File: src/rtl/mem_req_issuer_if.sv
// mem_req_issuer_if: op intake, d_tile request/ack and load-result channels of the LSID issuer.
interface mem_req_issuer_if #(
   parameter int ADDR_W = 32,
   parameter int DATA_W = 64
);
   logic              op_valid;
   logic              op_ready;
   logic [4:0]        op_lsid;
   logic              op_is_load;
   logic              op_null;
   logic [ADDR_W-1:0] op_addr;
   logic [DATA_W-1:0] op_data;
   logic [7:0]        op_target;
   logic              mem_load_req;
   logic              mem_store_req;
   logic [4:0]        mem_lsid;
   logic [ADDR_W-1:0] mem_addr;
   logic [DATA_W-1:0] mem_store_data;
   logic              mem_ack;
   logic [DATA_W-1:0] mem_load_data;
   logic              ld_valid;
   logic [7:0]        ld_target;
   logic [DATA_W-1:0] ld_data;
   modport master (
      input  op_valid, op_lsid, op_is_load, op_null, op_addr, op_data, op_target, mem_ack, mem_load_data,
      output op_ready, mem_load_req, mem_store_req, mem_lsid, mem_addr, mem_store_data, ld_valid, ld_target, ld_data
   );
   modport slave (
      output op_valid, op_lsid, op_is_load, op_null, op_addr, op_data, op_target, mem_ack, mem_load_data,
      input  op_ready, mem_load_req, mem_store_req, mem_lsid, mem_addr, mem_store_data, ld_valid, ld_target, ld_data
   );
endinterface

File: src/rtl/mem_req_issuer.sv
// mem_req_issuer: buffers out-of-order memory ops by LSID and issues them to the d_tile strictly in LSID order,
// one outstanding request at a time; request, load-result and done strobes are registered.
module mem_req_issuer #(
   parameter int NUM_LSID = 32,
   parameter int ADDR_W   = 32,
   parameter int DATA_W   = 64
) (
   input  logic             clk,
   input  logic             rst_n,
   input  logic             blk_start,
   input  logic [5:0]       blk_count,
   output logic             blk_done,
   output logic             err_dup,
   output logic             err_range,
   mem_req_issuer_if.master bus
);
   typedef enum logic [2:0] {IDLE, SCAN, REQ, WAIT_ACK, DONE} state_t;
   localparam logic [5:0] MAX_CNT = 6'(NUM_LSID);
   state_t              state, state_nx;
   logic [NUM_LSID-1:0] valid;
   logic [NUM_LSID-1:0] is_load;
   logic [NUM_LSID-1:0] nul;
   logic [ADDR_W-1:0]   addr   [NUM_LSID];
   logic [DATA_W-1:0]   data   [NUM_LSID];
   logic [7:0]          target [NUM_LSID];
   logic [4:0]          next_lsid;
   logic [5:0]          count, cnt_in;
   logic                last, accept, bad_range, dup, wr, issue, retire, ack_ld;

   assign cnt_in    = (blk_count > MAX_CNT) ? MAX_CNT : blk_count;
   assign last      = ({1'b0, next_lsid} + 6'd1) == count;
   assign accept    = bus.op_valid && bus.op_ready;
   assign bad_range = {1'b0, bus.op_lsid} >= count;
   assign dup       = valid[bus.op_lsid];
   assign wr        = accept && !bad_range && !dup;

   always_ff @(posedge clk or negedge rst_n) begin
      if (!rst_n) state <= IDLE;
      else        state <= state_nx;
   end

   always_comb begin
      state_nx = state;
      case (state)
         IDLE:     if (blk_start) state_nx = (cnt_in == 6'd0) ? DONE : SCAN;
         SCAN:     if (valid[next_lsid]) state_nx = !nul[next_lsid] ? REQ : last ? DONE : SCAN;
         REQ:      state_nx = WAIT_ACK;
         WAIT_ACK: if (bus.mem_ack) state_nx = last ? DONE : SCAN;
         DONE:     state_nx = IDLE;
         default:  state_nx = IDLE;
      endcase
   end

   always_comb begin
      bus.op_ready = state == SCAN || state == REQ || state == WAIT_ACK;
      issue        = state == REQ;
      retire       = (state == SCAN && valid[next_lsid] && nul[next_lsid]) || (state == WAIT_ACK && bus.mem_ack);
      ack_ld       = state == WAIT_ACK && bus.mem_ack && is_load[next_lsid];
   end

   // Entry payload needs no reset: it is only read once its valid bit is set.
   always_ff @(posedge clk) begin
      if (wr) begin
         is_load[bus.op_lsid] <= bus.op_is_load;
         nul[bus.op_lsid]     <= bus.op_null;
         addr[bus.op_lsid]    <= bus.op_addr;
         data[bus.op_lsid]    <= bus.op_data;
         target[bus.op_lsid]  <= bus.op_target;
      end
   end

   always_ff @(posedge clk or negedge rst_n) begin
      if (!rst_n) begin
         valid     <= '0;
         next_lsid <= '0;
         count     <= '0;
         err_dup   <= 1'b0;
         err_range <= 1'b0;
      end else begin
         if (state == IDLE && blk_start) begin
            valid     <= '0;
            next_lsid <= '0;
            count     <= cnt_in;
         end else begin
            if (retire) begin
               valid[next_lsid] <= 1'b0;
               next_lsid        <= next_lsid + 5'd1;
            end
            if (wr) valid[bus.op_lsid] <= 1'b1;
         end
         if (accept && bad_range) err_range <= 1'b1;
         if (accept && !bad_range && dup) err_dup <= 1'b1;
      end
   end

   always_ff @(posedge clk or negedge rst_n) begin
      if (!rst_n) begin
         bus.mem_load_req   <= 1'b0;
         bus.mem_store_req  <= 1'b0;
         bus.mem_lsid       <= '0;
         bus.mem_addr       <= '0;
         bus.mem_store_data <= '0;
         bus.ld_valid       <= 1'b0;
         bus.ld_target      <= '0;
         bus.ld_data        <= '0;
         blk_done           <= 1'b0;
      end else begin
         bus.mem_load_req  <= issue && is_load[next_lsid];
         bus.mem_store_req <= issue && !is_load[next_lsid];
         bus.ld_valid      <= ack_ld;
         blk_done          <= state == DONE;
         if (issue) begin
            bus.mem_lsid       <= next_lsid;
            bus.mem_addr       <= addr[next_lsid];
            bus.mem_store_data <= data[next_lsid];
         end
         if (ack_ld) begin
            bus.ld_data   <= bus.mem_load_data;
            bus.ld_target <= target[next_lsid];
         end
      end
   end
endmodule

File: src/flat_wrapper.sv
// flat-port wrapper written by rule: the top's interface ports become plain ports
module mem_req_issuer_flat 
#(
   parameter int NUM_LSID = 32,
   parameter int ADDR_W   = 32,
   parameter int DATA_W   = 64
)
  (clk, rst_n, blk_start, blk_count, blk_done, err_dup, err_range, bus_op_valid, bus_op_lsid, bus_op_is_load, bus_op_null, bus_op_addr, bus_op_data, bus_op_target, bus_mem_ack, bus_mem_load_data, bus_op_ready, bus_mem_load_req, bus_mem_store_req, bus_mem_lsid, bus_mem_addr, bus_mem_store_data, bus_ld_valid, bus_ld_target, bus_ld_data);
  mem_req_issuer_if #(.ADDR_W(ADDR_W), .DATA_W(DATA_W)) bus_i ();
  input  logic clk;
  input  logic rst_n;
  input  logic blk_start;
  input  logic [5:0] blk_count;
  output logic blk_done;
  output logic err_dup;
  output logic err_range;
  input wire logic [$bits(bus_i.op_valid)-1:0] bus_op_valid;
  input wire logic [$bits(bus_i.op_lsid)-1:0] bus_op_lsid;
  input wire logic [$bits(bus_i.op_is_load)-1:0] bus_op_is_load;
  input wire logic [$bits(bus_i.op_null)-1:0] bus_op_null;
  input wire logic [$bits(bus_i.op_addr)-1:0] bus_op_addr;
  input wire logic [$bits(bus_i.op_data)-1:0] bus_op_data;
  input wire logic [$bits(bus_i.op_target)-1:0] bus_op_target;
  input wire logic [$bits(bus_i.mem_ack)-1:0] bus_mem_ack;
  input wire logic [$bits(bus_i.mem_load_data)-1:0] bus_mem_load_data;
  output wire logic [$bits(bus_i.op_ready)-1:0] bus_op_ready;
  output wire logic [$bits(bus_i.mem_load_req)-1:0] bus_mem_load_req;
  output wire logic [$bits(bus_i.mem_store_req)-1:0] bus_mem_store_req;
  output wire logic [$bits(bus_i.mem_lsid)-1:0] bus_mem_lsid;
  output wire logic [$bits(bus_i.mem_addr)-1:0] bus_mem_addr;
  output wire logic [$bits(bus_i.mem_store_data)-1:0] bus_mem_store_data;
  output wire logic [$bits(bus_i.ld_valid)-1:0] bus_ld_valid;
  output wire logic [$bits(bus_i.ld_target)-1:0] bus_ld_target;
  output wire logic [$bits(bus_i.ld_data)-1:0] bus_ld_data;
  assign bus_i.op_valid = bus_op_valid;
  assign bus_i.op_lsid = bus_op_lsid;
  assign bus_i.op_is_load = bus_op_is_load;
  assign bus_i.op_null = bus_op_null;
  assign bus_i.op_addr = bus_op_addr;
  assign bus_i.op_data = bus_op_data;
  assign bus_i.op_target = bus_op_target;
  assign bus_i.mem_ack = bus_mem_ack;
  assign bus_i.mem_load_data = bus_mem_load_data;
  assign bus_op_ready = bus_i.op_ready;
  assign bus_mem_load_req = bus_i.mem_load_req;
  assign bus_mem_store_req = bus_i.mem_store_req;
  assign bus_mem_lsid = bus_i.mem_lsid;
  assign bus_mem_addr = bus_i.mem_addr;
  assign bus_mem_store_data = bus_i.mem_store_data;
  assign bus_ld_valid = bus_i.ld_valid;
  assign bus_ld_target = bus_i.ld_target;
  assign bus_ld_data = bus_i.ld_data;
  mem_req_issuer #(.NUM_LSID(NUM_LSID), .ADDR_W(ADDR_W), .DATA_W(DATA_W)) u_core (.clk(clk), .rst_n(rst_n), .blk_start(blk_start), .blk_count(blk_count), .blk_done(blk_done), .err_dup(err_dup), .err_range(err_range), .bus(bus_i));
endmodule
File: config.mk
export PLATFORM = sky130hd
export DESIGN_NAME = mem_req_issuer_flat
export DESIGN_NICKNAME = d
export VERILOG_FILES = /design/src/rtl/mem_req_issuer_if.sv /design/src/rtl/mem_req_issuer.sv /design/src/flat_wrapper.sv
export SDC_FILE = /design/constraint.sdc
export NUM_CORES = 2
export LEC_CHECK = 0
export ABC_AREA = 1
export BUFFER_PORTS_ARGS = -buffer_cell sky130_fd_sc_hd__buf_2
export CORE_ASPECT_RATIO = 0.5
export CORE_UTILIZATION = 64
export CTS_CLUSTER_DIAMETER = 200
export CTS_CLUSTER_SIZE = 14
export DETAILED_ROUTE_END_ITERATION = 16
export PLACE_DENSITY = 0.81
export SLEW_MARGIN = 10
export SYNTH_ARGS = -nofsm -noshare
export SYNTH_HDL_FRONTEND = slang
export SYNTH_SLANG_ARGS = --single-unit
File: constraint.sdc
create_clock -name clk -period 17.6 [get_ports clk]
set_clock_uncertainty 0.05 [all_clocks]
set_input_delay 0.88 -clock clk [delete_from_list [all_inputs] [get_ports clk]]
set_output_delay 0.88 -clock clk [all_outputs]
set_load 0.1 [all_outputs]
# Yosys cells after proc, flatten, opt, wreduce, memory -nomap -nowiden
# Memory sizes are Yosys's and may differ from the RTL's. A register that Yosys moved wholly into a read port is not among the register bits.
# Cells that the tools add are included.
[op_classes]
addsub = 2
magnitude_cmp = 6
n_eq_ne = 8
n_mux = 30
bitwise = 3
reduce_logical = 27
[op_table]
columns = ["op", "n"]
rows = [
  ["32-bit two-way mux", 4],
  ["32-bit bitwise mux", 2],
  ["32-bit AND", 1],
  ["32-bit inverter", 1],
  ["32-bit OR", 1],
  ["1-bit binary-select mux with 5-bit select", 4],
  ["3-bit two-way mux", 6],
  ["1-bit logical AND", 14],
  ["5-bit by 6-bit < comparator with 1-bit output (second input constant)", 2],
  ["3-bit one-hot mux with 4 select lines", 1],
  ["1-bit demux with 5-bit select", 2],
  ["5-bit by 1-bit greater-or-equal comparator with 1-bit output (second input constant)", 2],
  ["5-bit two-way mux", 2],
  ["1-bit two-way mux", 8],
  ["5-bit by 1-bit adder with 6-bit output (second input constant)", 1],
  ["3-bit by 2-bit equality test with 1-bit output (second input constant)", 2],
  ["6-bit equality test", 1],
  ["5-bit by 6-bit greater-or-equal comparator with 1-bit output", 1],
  ["6-bit > comparator (second input constant)", 1],
  ["1-bit zero test", 6],
  ["6-bit zero test", 1],
  ["6-bit two-way mux", 1],
  ["5-bit by 1-bit adder with 5-bit output (second input constant)", 1],
  ["2-bit != test (second input constant)", 2],
  ["other kinds (7)", 9],
]
[word_totals]
ff_bits = 185
mem_bits_rw = 3328
in_bits = 186
elab_cells = 93
n_memories = 3
[memory_table]
columns = ["memory", "words", "word_bits", "rd", "rd_clocked_by_memory_dff", "write_ports", "line_no", "text"]
rows = [
  ["u_core.data", 32, 64, 1, 1, 1, "mem_req_issuer.sv:24", "logic [DATA_W-1:0] data [NUM_LSID];"],
  ["u_core.addr", 32, 32, 1, 1, 1, "mem_req_issuer.sv:23", "logic [ADDR_W-1:0] addr [NUM_LSID];"],
  ["u_core.target", 32, 8, 1, 1, 1, "mem_req_issuer.sv:25", "logic [7:0] target [NUM_LSID];"],
]

# Longest topological paths before layout
[depth]
word_depth = 11
depth_mapped = 17
depth_no_buf = 15

# Least setup slack after synthesis
# No wires, ideal clock.
[synth_path]
path_kind = "register to register"
start = "reg u_core.state[1]"
end = "mem u_core.addr[21][0] (enable)"
setup_ns = 0.830
arrival_ns = 12.149
required_ns = 16.720
setup_slack_ns = 4.571
stages_incl_launch_ff = 7
n_path_buf = 0
synth_period_minus_slack_ns = 13.029
cell_sequence = "dfrtp_1 -> nor2_1 -> nor2_1 -> nand2_1 -> inv_1 -> nand4_1 -> nor4_1"
[synth_between]
elab_chain_len = 8
word_cells_on_any_way = 10
classes_between = "3 x eq/ne; 2 x mux; 5 x reduce/logical"
[synth_lines]
columns = ["item", "line_no", "text"]
rows = [
  ["start, declared", "mem_req_issuer.sv:19", "state_t state, state_nx;"],
  ["start signal, assigned", "mem_req_issuer.sv:39", "else state <= state_nx;"],
  ["3-bit by 1-bit equality test with 1-bit output or 3-bit by 2-bit equality test with 1-bit output (tied branches)", "mem_req_issuer.sv:55", "bus.op_ready = state == SCAN || state == REQ || state == WAIT_ACK;"],
  ["1-bit logical OR", "mem_req_issuer.sv:55", ""],
  ["1-bit logical OR *", "mem_req_issuer.sv:55", ""],
  ["named net bus_op_ready", "flat_wrapper.sv:26", "output wire logic [$bits(bus_i.op_ready)-1:0] bus_op_ready;"],
  ["1-bit logical AND *", "mem_req_issuer.sv:32", "assign accept = bus.op_valid && bus.op_ready;"],
  ["1-bit logical AND * (2 in a row)", "mem_req_issuer.sv:35", "assign wr = accept && !bad_range && !dup;"],
  ["1-bit two-way mux *", "mem_req_issuer.sv:63", "if (wr) begin"],
  ["1-bit two-way mux (implied by the code) *", "mem_req_issuer.sv:66", "addr[bus.op_lsid] <= bus.op_addr;"],
  ["end, declared", "mem_req_issuer.sv:23", ""],
]
# Mark *: on every way through the listed nets, which the timed path passes. The rest lies on a longest branch.

==> impl_metrics.py <==
metrics = {
    "synthesis": {
        "syn_nets": 10687,
        "synth_cells": 10492,
        "ys_warn_count": 0,
        "ys_seq_area_frac": 0.769,
        "netlist_area_sq_um": 140000,
        "synth_cell_types": 37,
        "syn_area_per_cell_sq_um": 13.3,
        "synth-seq-cells": 3617,
    },
    "layout": {
        "nNetsFinal": 10759,
        "layout_commonest_cell": "edfxtp_1",
        "drive_gt1_frac": 0.0800,
        "fin_cells": 13616,
        "final_cell_mix": "edfxtp_1, nor2_1, o21ai_0",
        "syn2layout_area_growth_pct": 8.84,
    },
    "die": {
        "start_util": 0.648,
        "die_w_um": 663,
        "ios": 366,
        "core_sq_um": 216000,
        "die_area_sq_um": 220000,
        "fp.dieH_um": 333,
        "rows": 120,
    },
    "route": {
        "viasPerCell": 6.76,
        "drc": 0,
        "first_iter_violations": 15897,
        "wl_um": 376000,
        "antenna_left": 0,
        "wl_per_cell_um": 27.6,
        "num_vias": 92065,
        "firstDrtPassIters": 9,
    },
    "pwr": {
        "internal_power_w": 0.0145,
        "clkPwrFrac": 0.273,
        "power_switching_w": 0.00827,
        "p_leak_nw": 50.9,
        "seq_power_share": 0.437,
        "swShare": 0.363,
        "p_per_area_nw_per_um2": 150,
        "comb_power_share": 0.289,
        "irDropWorstVdd_v": 0.000119,
    },
    "timing": {
        "slew_headroom": 0.101,
        "layout_min_cycle_time_ns": 6.08,
        "worst_slew_pin_slew_ns": 1.35,
        "drv_slew": 0,
        "finalCritPeriodShare": 0.346,
        "max_freq_ghz": 0.164,
        "rsz0062_at_grt": "false",
        "setup_viol": 0,
        "tns_ns": 0,
        "finalHoldViolCount": 0,
    },
    "clocking": {
        "clockBufferDepth": 4,
        "clock-sinks": 3617,
        "htree_levels": 5,
        "cts.hold.buffers_added": 1,
        "post-cts-setup-buffer-count": 0,
        "ctsResizeCount": 0,
        "cts_tree": "built",
        "clk_latency_ns": 0.87,
        "cts-root-buf": "clkbuf_16",
        "clk_pin_slew_ns": 0.08,
        "cts_buffers": 300,
    },
    "outcome": {
        "status": "finished clean",
    },
    "placed_design": {
        "dp_cells": 13128,
        "portBuffers": 365,
        "dp_hpwl_um": 185000,
        "gp_congestion": 0.853,
    },
    "global_route": {
        "grt_pass1_vias": 87434,
        "grt_first_pass_wirelength_um": 551000,
        "gr-total-overflow": 0,
        "antenna_found_initial": 21,
        "grt_max_degree": 223,
        "track_usage": 0.333,
    },
    "flow_run": {
        "maxCapViolCount": 0,
    },
    "worst_setup_path": {
        "critPathKind": "reg -> reg",
        "worst_setup_path_end_kind": "flip-flop",
        "reg2reg_from": "u_core.next_lsid[0]$_DFFE_PN0P_",
        "reg2reg_slack_ns": 11.52,
        "arrival_ns": 6.83,
        "cp-start-kind": "flip-flop",
        "crit_required_ns": 18.35,
        "path_max_fanout": 211,
        "reg2reg_depth": 13,
        "reg2reg_to": "u_core.bus.mem_store_data[55]$_DFFE_PN0N_",
    },
    "hold_path": {
        "worstHoldStart": "bus_mem_load_data[36]",
        "holdPathEnd": "u_core.bus.ld_data[36]$_DFFE_PN0P_",
        "hp-class": "in -> reg",
        "hold_depth": 3,
    },
}
worst max-delay path by stage:
stage	startpoint	to	slack (ns)
after floorplan	u_core.state[1]$_DFFE_PN0P_	u_core.addr[21][0]$_DFFE_PP_	4.57
after global placement	u_core.next_lsid[0]$_DFFE_PN0P_	u_core.bus.mem_store_data[48]$_DFFE_PN0N_	12.15
after detailed placement	u_core.next_lsid[0]$_DFFE_PN0P_	u_core.bus.mem_store_data[55]$_DFFE_PN0N_	11.96
after CTS	u_core.next_lsid[0]$_DFFE_PN0P_	u_core.bus.mem_store_data[55]$_DFFE_PN0N_	11.91
after global routing	u_core.next_lsid[0]$_DFFE_PN0P_	u_core.bus.mem_store_data[55]$_DFFE_PN0N_	11.42
final	u_core.next_lsid[0]$_DFFE_PN0P_	u_core.bus.mem_store_data[55]$_DFFE_PN0N_	11.52
registers in the layout, indices dropped and copies added, names as in the netlist, 3 cells and up:
register / count
u_core.addr: 1024
u_core.bus.ld_target: 8
u_core.bus.mem_store_data: 64
u_core.count: 6
u_core.next_lsid: 5
u_core.valid: 32
u_core.data: 2048
u_core.nul: 32
u_core.bus.ld_data: 64
u_core.is_load: 32
u_core.state: 3
u_core.bus.mem_lsid: 5
u_core.target: 256
u_core.bus.mem_addr: 32
worst max-delay path, cell delays in order, from the launching register on:
cell	delay [ns]
dfrtp_4	0.78
inv_16	0.41
buf_4	0.80
buf_4	0.73
buf_4	0.89
buf_4	0.63
o21ai_0	0.22
o22ai_1	0.22
nand2_1	0.08
nand2_1	0.14
a21oi_1	0.06
nand3_1	0.16
o21ai_0	0.12
inv_1	0.09
power by group through the flow:
stage	combinational, W	sequential (W)	clock (W)
floorplan	0.00338	0.0114	0
global placement	0.00622	0.0101	0
detailed placement	0.00641	0.0101	0
CTS	0.00648	0.00997	0.00622
global route	0.00700	0.0100	0.00654
finish	0.00660	0.00997	0.00623
cells by family (layout without fill, tap and decap cells):
logic type      count (synthesis)  after routing  share of synthesized area
other cells                     0             10                          0
flops                        3617           3617                      0.769
buf+inv                       906           1153                     0.0266
compound gates               3123           3123                      0.125
simple gates                 2832           2832                     0.0783
xor+xnor                        5              5                   0.000313
fa+ha+maj                       9              9                   0.000805
layer usage:
layer  GRT usage  wire length [um]
met4       0.144             16800
met5           0               168
met3      0.0643             50600
met1       0.473            136000
met2       0.513            173000
Yosys cell counts:
library cell	count	share of area
a211oi_1	6	0.00032
dfrtp_1	225	0.040
edfxtp_1	3392	0.73
o21ai_1	68	0.0024
o211ai_1	9	0.00048
a31oi_1	1	0.000045
inv_2	4	0.00011
a221oi_1	6	0.00038
nor3b_1	1	0.000054
buf_1	36	0.00097
nand2_2	1	0.000045
a22o_1	213	0.013
inv_1	189	0.0051
xor2_1	5	0.00031
o22ai_1	802	0.036
buf_4	26	0.0014
o21ai_0	1785	0.064
nor2_1	1897	0.051
nor3_2	4	0.00029
or2_2	2	0.000089
a21oi_1	229	0.0082
nor2_2	4	0.00018
nand2_1	728	0.020
nor3_1	14	0.00050
buf_6	3	0.00024
ha_1	9	0.00081
a21o_1	2	0.00011
buf_2	155	0.0055
nand2_4	1	0.000081
a21oi_2	1	0.000063
nand3_1	165	0.0059
a22oi_1	1	0.000054
nand4_1	14	0.00063
clkbuf_1	491	0.013
clkinv_1	1	0.000027
inv_4	1	0.000045
nor4_1	1	0.000045
final cells by class:
type	instances	area, sq um
antenna	10	25.0
clock buffer	469	8440
clock inverter	8	106
fill	13296	63400
inverter	195	986
multi-input combinational	5969	28700
sequential	3617	107000
tap	2867	3590
timing repair buffer	481	2840
stage by stage:
| step | total power [W] | worst slack (ns) | cell area, sq um | hold slack [ns] | utilization |
|---|---|---|---|---|---|
| floorplan | 0.0148 | 4.57 | 140000 | 0.404 | - |
| global placement | 0.0164 | 12.15 | 144000 | 0.396 | 0.666 |
| detailed placement | 0.0166 | 11.96 | 144000 | 0.391 | 0.666 |
| CTS | 0.0227 | 11.91 | 152000 | 0.134 | 0.706 |
| global route | 0.0235 | 11.42 | 152000 | 0.156 | 0.706 |
| finish | 0.0228 | 11.52 | 152000 | 0.171 | 0.706 |
No activity file was read; power rests on OpenSTA's default activity.
